**config.mk**
```make
export PLATFORM = sky130hd
export DESIGN_NAME = rx_crc_sequencer
export DESIGN_NICKNAME = d
export VERILOG_FILES = /design/src/rtl/rx_crc_pkg.sv /design/src/rtl/rx_crc_sequencer.sv
export SDC_FILE = /design/constraint.sdc
export NUM_CORES = 1
export LEC_CHECK = 0
export BUFFER_PORTS_ARGS = -buffer_cell sky130_fd_sc_hd__buf_2
export CAP_MARGIN = 20
export CORE_MARGIN = 2
export CORE_UTILIZATION = 53
export DETAILED_ROUTE_END_ITERATION = 10
export GPL_ROUTABILITY_DRIVEN = 0
export GPL_TIMING_DRIVEN = 0
export PLACE_DENSITY = 0.85
export SLEW_MARGIN = 30
export SYNTH_ARGS = -nofsm -noshare
export SYNTH_HDL_FRONTEND = slang
export SYNTH_SLANG_ARGS = --single-unit
```
**constraint.sdc**
```tcl
create_clock -name clk -period 9.4 [get_ports clk]
set_input_delay 1.41 -clock clk [delete_from_list [all_inputs] [get_ports clk]]
set_output_delay 1.41 -clock clk [all_outputs]
set_load 0.03 [all_outputs]
```
**src/rtl/rx_crc_pkg.sv**
```systemverilog
// rx_crc_pkg: shared state encoding and frame-check constants for the rx CRC sequencer.
package rx_crc_pkg;
   typedef enum logic [1:0] {IDLE, ACTIVE, DRAIN, REPORT} state_t;
   localparam logic [31:0] RESIDUE = 32'hC704DD7B;
   localparam int MIN_LEN = 64;
   // Byte count carried by an eof word; the 3-bit field wraps 8 to 0.
   function automatic logic [3:0] eof_len(input logic [2:0] b);
      return (b == 3'd0) ? 4'd8 : {1'b0, b};
   endfunction
endpackage

```
**src/rtl/rx_crc_sequencer.sv**
```systemverilog
// rx_crc_sequencer: drives the 64-bit CRC-32 engine from a one-word input pipe and
// issues one status pulse per frame (crc check, length, runt, truncation).
module rx_crc_sequencer
   import rx_crc_pkg::*;
#(
   parameter int LEN_W = 16
) (
   input  logic             clk,
   input  logic             reset,
   input  logic [63:0]      rx_data,
   input  logic             rx_valid,
   input  logic             rx_sof,
   input  logic             rx_eof,
   input  logic [2:0]       rx_eof_bytes,
   input  logic             rx_abort,
   output logic             crc_init,
   output logic             crc_calc,
   output logic             crc_dvalid,
   output logic [63:0]      crc_data,
   output logic [2:0]       crc_bits_more,
   input  logic [31:0]      crc_full,
   input  logic [31:0]      crc_part,
   output logic             stat_valid,
   output logic             stat_good,
   output logic [31:0]      stat_crc,
   output logic [LEN_W-1:0] stat_len,
   output logic             stat_runt,
   output logic             stat_trunc,
   output logic             proto_err
);
   state_t           r_state;
   logic [63:0]      r_p_data;
   logic             r_p_valid, r_p_eof;
   logic [2:0]       r_p_bytes, r_eob;
   logic [LEN_W-1:0] r_len;
   logic             w_start, w_trunc, w_take, w_dvalid, w_report;
   logic [LEN_W:0]   w_sum;
   logic [31:0]      w_res;

   // A sof in DRAIN would init the engine while it still absorbs the eof word, so it is refused.
   always_comb begin
      w_start  = rx_valid & rx_sof & ~rx_abort & (r_state != DRAIN);
      w_trunc  = w_start & (r_state == ACTIVE);
      w_take   = w_start | (rx_valid & ~rx_abort & (r_state == ACTIVE));
      w_dvalid = r_p_valid & ~w_trunc;
      w_report = ~rx_abort & (w_trunc | (r_state == REPORT));
      w_sum    = {1'b0, r_len} + (LEN_W+1)'(eof_len(r_p_eof ? r_p_bytes : 3'd0));
      w_res    = (r_eob == 3'd0) ? crc_full : crc_part;
   end

   assign crc_init      = w_start;
   assign crc_dvalid    = w_dvalid;
   assign crc_calc      = w_dvalid;
   assign crc_data      = r_p_data;
   assign crc_bits_more = r_p_eof ? r_p_bytes : 3'd0;

   always_ff @(posedge clk or posedge reset) begin
      if (reset) begin
         r_state    <= IDLE;
         r_p_data   <= '0;
         r_p_valid  <= 1'b0;
         r_p_eof    <= 1'b0;
         r_p_bytes  <= '0;
         r_eob      <= '0;
         r_len      <= '0;
         stat_valid <= 1'b0;
         stat_good  <= 1'b0;
         stat_crc   <= '0;
         stat_len   <= '0;
         stat_runt  <= 1'b0;
         stat_trunc <= 1'b0;
         proto_err  <= 1'b0;
      end else begin
         r_p_valid <= w_take;
         r_p_eof   <= w_take & rx_eof;
         r_p_data  <= w_take ? rx_data : (rx_abort ? '0 : r_p_data);
         r_p_bytes <= w_take ? (rx_eof ? rx_eof_bytes : 3'd0) : (rx_abort ? 3'd0 : r_p_bytes);
         r_len     <= (w_start | rx_abort) ? '0 :
                      w_dvalid ? (w_sum[LEN_W] ? '1 : w_sum[LEN_W-1:0]) : r_len;
         r_eob     <= (r_state == DRAIN) ? r_p_bytes : r_eob;
         stat_valid <= w_report;
         proto_err  <= ~rx_abort & rx_valid &
                       (((r_state == IDLE) & rx_eof & ~rx_sof) | ((r_state == DRAIN) & rx_sof));
         if (w_report) begin
            stat_good  <= ~w_trunc & (w_res == RESIDUE);
            stat_crc   <= w_trunc ? crc_full : w_res;
            stat_len   <= r_len;
            stat_runt  <= r_len < LEN_W'(MIN_LEN);
            stat_trunc <= w_trunc;
         end
         r_state <= rx_abort ? IDLE :
                    w_start ? (rx_eof ? DRAIN : ACTIVE) :
                    ((r_state == ACTIVE) & rx_valid & rx_eof) ? DRAIN :
                    (r_state == DRAIN) ? REPORT :
                    (r_state == REPORT) ? IDLE : r_state;
      end
   end
endmodule
```
### Word-level counts from Yosys, hierarchy flattened

Index checks and enable logic that the tools add are counted.

| word-level totals | value |
|---|---|
| register bits after elaboration | 143 |
| logic and storage cells | 68 |

| operators by class | value |
|---|---|
| $add $sub $neg | 1 |
| $lt $le $gt $ge | 1 |
| equal/unequal tests | 5 |
| muxes and demuxes | 18 |
| bitwise gates (word level) | 23 |
| reduce and logical (&&, ||, !) cells | 6 |

Operators with widths:

| kind | number |
|---|---|
| $mux W64 | 2 |
| $mux W32 | 2 |
| $mux W16 | 3 |
| $eq A32 B32 Y1 const B | 1 |
| $add A16 B4 Y17 | 1 |
| $and A1 B1 Y1 | 16 |
| $lt A16 B7 Y1 const B | 1 |
| $mux W2 | 6 |
| $mux W3 | 4 |
| $logic_not A3 Y1 | 2 |
| $reduce_bool A5 Y1 | 1 |
| $eq A2 B2 Y1 const B | 2 |
| $mux W4 | 1 |
| $or A1 B1 Y1 | 4 |
| $reduce_bool A2 Y1 | 2 |
| $not A1 Y1 | 3 |
| $eq A2 B1 Y1 const B | 1 |
| $logic_not A2 Y1 | 1 |
| $ne A2 B2 Y1 const B | 1 |

### Depth between registers and ports, before layout

| logic depth | value |
|---|---|
| word-level depth | 8 |
| gate-level depth with buffers | 8 |
| depth with buffers taken out | 7 |

### Least setup slack after synthesis

OpenSTA, ideal clock, no wires.

| timing path | value |
|---|---|
| kind | input -> output |
| from | input port rx_abort |
| to | output port crc_dvalid |
| arrival time | 2,491 ps |
| data required time | 7,990 ps |
| path slack | 5,499 ps |
| cell stages on the path | 4 |
| path through | clkbuf_1 nor3_1 nor2_1 buf_4 |

| between the ends | value |
|---|---|
| cells in the longest elaborated chain, start to end | 6 |

RTL lines:

| element | RTL line | text |
|---|---|---|
| start: declaration | rx_crc_sequencer.sv:15 | `input logic rx_abort,` |
| $not A1 Y1 | rx_crc_sequencer.sv:42 | `w_start = rx_valid & rx_sof & ~rx_abort & (r_state != DRAIN);` |
| $and A1 B1 Y1 (2 in series) | rx_crc_sequencer.sv:42 |  |
| $and A1 B1 Y1 | rx_crc_sequencer.sv:43 | `w_trunc = w_start & (r_state == ACTIVE);` |
| $not A1 Y1 | rx_crc_sequencer.sv:45 | `w_dvalid = r_p_valid & ~w_trunc;` |
| $and A1 B1 Y1 | rx_crc_sequencer.sv:45 |  |
| end: declaration | rx_crc_sequencer.sv:18 | `output logic crc_dvalid,` |

No other way between the ends.

### Final worst setup path

Same ends and word-level chain as after synthesis.

==> results_tabular.tex <==
\begin{tabular}{lr}
\hline
Metric & Value \\
\hline
\multicolumn{2}{l}{\textbf{Setup path}} \\
Dominant cell type by count on the critical path & buf\_2 \\
Cell with the largest stage delay on the worst path & nor3\_1 \\
Worst Setup Path Type & input pin to primary output \\
Longest individual stage delay on the worst path & 0.69 ns \\
Data required time of the critical path & 7.99 ns \\
Number of buffers and inverters on the critical path & 4 \\
Data arrival time at the worst-slack endpoint & 3.03 ns \\
Endpoint kind of the worst setup timing path & primary output \\
Worst path cell trace & buf\_2, clkbuf\_1, nor3\_1, nor2\_1, buf\_4, buf\_2 \\
Critical path peak fanout & 10 \\
Cell family with most CP delay & simple AND/OR/NAND/NOR gates \\
Crit start category & input pin \\
\multicolumn{2}{l}{\textbf{Final layout}} \\
Fill cells & 966 \\
Synthesis-to-layout area growth & 31.3\% \\
Number of nets in the layout & 1043 \\
Sequential cell area & 0.00358 sq mm \\
Fraction of layout cells with a size suffix above 1 & 42.6\% \\
Number of standard cells in the layout, taps in and fillers out & 1089 \\
Multi-input combinational cell area & 0.00304 sq mm \\
Final non-filler cell area & 0.00897 sq mm \\
\multicolumn{2}{l}{\textbf{STA}} \\
Setup TNS & 0 ns \\
Worst clock skew & 0.00736 ns \\
Final worst path period share & 47.2\% \\
Setup repair after global routing missed its margin & no \\
Final Critical Period & 4.44 ns \\
Setup violators final & 0 \\
Achievable Freq & 225 MHz \\
Final-report max-slew violation count & 0 \\
Relative max-transition margin & 50.9\% \\
Count of final hold-check violations & 0 \\
Transition at the pin with the smallest max-transition slack & 0.731 ns \\
\multicolumn{2}{l}{\textbf{CTS}} \\
Clock transition at the register clock pins on the worst setup and hold paths after CTS & 0.06 ns \\
TritonCTS Buffers & 17 \\
Cell at the root of the clock tree & clkbuf\_16 \\
Post-CTS setup repair buffer count & 0 \\
Maximum buffer depth of the clock tree & 2 \\
Resized cells post-CTS & 0 \\
Insertion delay of the later-clocked pin in the worst-skew pair & 0.42 ns \\
Count of H-tree levels built during CTS & 4 \\
CTS tree & yes \\
Hold Buf Count CTS & 0 \\
TritonCTS sink count & 143 \\
\multicolumn{2}{l}{\textbf{Detailed routing}} \\
Starting DRT DRC Count & 351 \\
Total wire length & 18600 um \\
Remaining design rule violation count & 0 \\
Vias & 5839 \\
Number of iterations in the first detailed-routing pass & 7 \\
Average via count per standard cell & 5.36 \\
Detail Route Antenna Nets & 0 \\
Wire per inst & 17.1 um \\
\multicolumn{2}{l}{\textbf{Floorplan}} \\
Area of the die & 0.0138 sq mm \\
Core Box Area & 0.0126 sq mm \\
I/O pin count & 260 \\
Starting utilization of the core area & 54.1\% \\
Standard-cell rows & 41 \\
Chip Width & 118 um \\
Die height & 118 um \\
\multicolumn{2}{l}{\textbf{Synthesis}} \\
Post-Synthesis Cell Area & 0.00683 sq mm \\
Synth top area cells & dfrtp\_1, mux2\_2, nor2b\_1 \\
Synthesis Warnings & 0 \\
Share of synthesized area occupied by flip-flops and latches & 52.4\% \\
Most numerous cell in the Yosys netlist & dfrtp\_1 \\
Synthesized area per cell & 11.0 sq um \\
Synthesized Nets & 764 \\
Post-synthesis register bit count & 143 \\
Post-synthesis cell count & 622 \\
Prevailing post-synth register cell & dfrtp\_1 \\
Count of flip-flops with a built-in enable after synthesis & 0 \\
Most common library cells after synthesis & dfrtp\_1, nand2\_1, mux2\_2 \\
Simple logic cell fraction of the synthesized area & 18.7\% \\
Share of cell area taken by muxes after synthesis & 16.0\% \\
Synth Area in Compound Gates & 8.30\% \\
Synthesized-area fraction occupied by xor and xnor cells & 0.257\% \\
Cell type with the largest total area after synthesis & dfrtp\_1 \\
Count of unique library cells instantiated by Yosys & 54 \\
Share of async-settable or async-resettable flops after synthesis & 100\% \\
Adder-Cell Fraction of Synth Area & 1.17\% \\
Dominant combinational cell family by area after synthesis & simple AND/OR/NAND/NOR gates \\
Top cell type's share of synthesized area & 52.4\% \\
\multicolumn{2}{l}{\textbf{Power and ir drop}} \\
Post-layout power & 1870 uW \\
Power per standard cell area & 209 mW/mm\^{}2 \\
Maximum VDD drop & 0.131 mV \\
Total leakage power & 0.00488 uW \\
\multicolumn{2}{l}{\textbf{GRT}} \\
Number of antenna violations at the first check in global routing & 3 \\
Vias in the first global route & 6083 \\
Largest net degree at the start of global routing & 93 \\
First-pass GRT wire length & 29700 um \\
Gr usage total & 27.3\% \\
Total congestion overflow after global routing & 0 \\
\multicolumn{2}{l}{\textbf{Flow run}} \\
Reported max-cap violation count & 0 \\
\multicolumn{2}{l}{\textbf{Placement}} \\
Detailed placer's ending HPWL & 13900 um \\
Cells after DPL & 1054 \\
Count of buffers from port buffering & 259 \\
Placed inst area & 0.00838 sq mm \\
\multicolumn{2}{l}{\textbf{Min path}} \\
Class of the tightest hold or removal check & register to register \\
\multicolumn{2}{l}{\textbf{Run status}} \\
Outcome & finished, final reports clean \\
\hline
\end{tabular}
## path summary, 6_finish.rpt
| check | start | end | slack (ns) | cells past startpoint |
|---|---|---|---|---|
| hold reg to reg | stat_len[6] | stat_len[6] | 0.47 | 2 |
| setup reg to reg | r_p_eof | r_len[11] | 6.92 | 8 |
| setup / recovery | rx_abort | crc_dvalid | 4.96 | 6 |
| max in group asynchronous | reset | stat_crc[14] | 7.60 | 3 |
| hold / removal | stat_len[6] | stat_len[6] | 0.47 | 2 |
| min in group asynchronous | reset | crc_data[45] | 1.11 | 2 |
## power by group
| group | internal, uW | total (uW) | switching, uW | leakage (uW) |
|---|---|---|---|---|
| clock network | 409 | 660 | 252 | 0.000288 |
| registers | 697 | 743 | 45.5 | 0.00191 |
| logic | 159 | 470 | 311 | 0.00268 |
## layer usage
| layer | up-vias | track usage, % | part of all wire (%) |
|---|---|---|---|
| li1 | 2751 | - | - |
| met1 | 2768 | 30.3 | 38 |
| met2 | 276 | 47.2 | 50 |
| met3 | 44 | 8.77 | 8.7 |
| met4 | 0 | 13.4 | 3.3 |
| met5 | - | 0 | 0 |
## worst reg2reg max path: cells and delay by family, from the launching register on
kind,cells,cell delay (ns)
adder cells (fa/ha/maj),1,0.31
buffers and inverters,1,0.26
AND/OR/NAND/NOR,4,0.69
AO/OA/AOI/OAI,2,0.70
flip-flops,1,0.40
## cells in the final DEF (no fill, tap or decap), types with 3 or more instances in the layout
| cell | Yosys | routed |
|---|---|---|
| nand3_1 | 7 | 7 |
| clkbuf_1 | 19 | 20 |
| nor2_1 | 9 | 9 |
| nor4bb_1 | 4 | 4 |
| nor4b_1 | 5 | 5 |
| clkbuf_16 | 0 | 17 |
| a21oi_1 | 17 | 17 |
| buf_4 | 6 | 6 |
| inv_1 | 8 | 7 |
| a31oi_1 | 8 | 8 |
| and3_1 | 3 | 3 |
| ha_1 | 4 | 4 |
| diode_2 | 0 | 3 |
| nand2_1 | 89 | 89 |
| dfrtp_1 | 143 | 143 |
| buf_2 | 12 | 271 |
| and2_1 | 6 | 6 |
| nor3_1 | 9 | 9 |
| mux2i_1 | 34 | 34 |
| nor2b_1 | 64 | 64 |
| nand2b_1 | 7 | 7 |
| a211oi_1 | 9 | 9 |
| o21ai_0 | 37 | 37 |
| clkinv_2 | 0 | 6 |
| nand3b_1 | 3 | 3 |
| clkbuf_8 | 0 | 3 |
| mux2_2 | 67 | 67 |
| o21ai_1 | 5 | 5 |
| nor4_1 | 4 | 4 |
| nand4_1 | 8 | 8 |
## per-stage QoR
| stage | setup slack (ns) | utilization [%] | hold WS (ns) |
|---|---|---|---|
| floorplan | 4.15 | - | 0.460 |
| global placement | 2.55 | 66.1 | 0.456 |
| detailed placement | 4.96 | 66.4 | 0.457 |
| CTS | 4.96 | 71.0 | 0.471 |
| global route | 4.87 | 71.0 | 0.502 |
| finish | 4.96 | 71.1 | 0.467 |
## sequential cells by signal (all words and copies together) (netlist names)
signal and cells:
r_p_bytes 3, r_p_eof 1, stat_len 16, r_len 16, crc_data 64, r_eob 3
stat_trunc 1, stat_good 1, stat_crc 32, stat_runt 1, r_state 2, r_p_valid 1
proto_err 1, stat_valid 1
## cell type report
type                    count  share of cell area [%]
flip-flops and latches    143                    39.9
multi-input cells         432                    33.8
repair buffers            260                    14.8
clock buffers              21                    5.25
well taps                 172                    2.40
plain buffers              38                    2.02
clock inverters            11                    1.27
inverters                   9                   0.460
diodes                      3                  0.0837
## cell families after synthesis
kind of cell / after synthesis
and+or+nand+nor: 231
DFF: 143
muxes: 101
AOI/OAI and AO/OA: 92
buffers and inverters: 47
adders and majority gates: 6
xor gates and xnor gates: 2
Note: power is estimated with default switching activity, not from simulation.
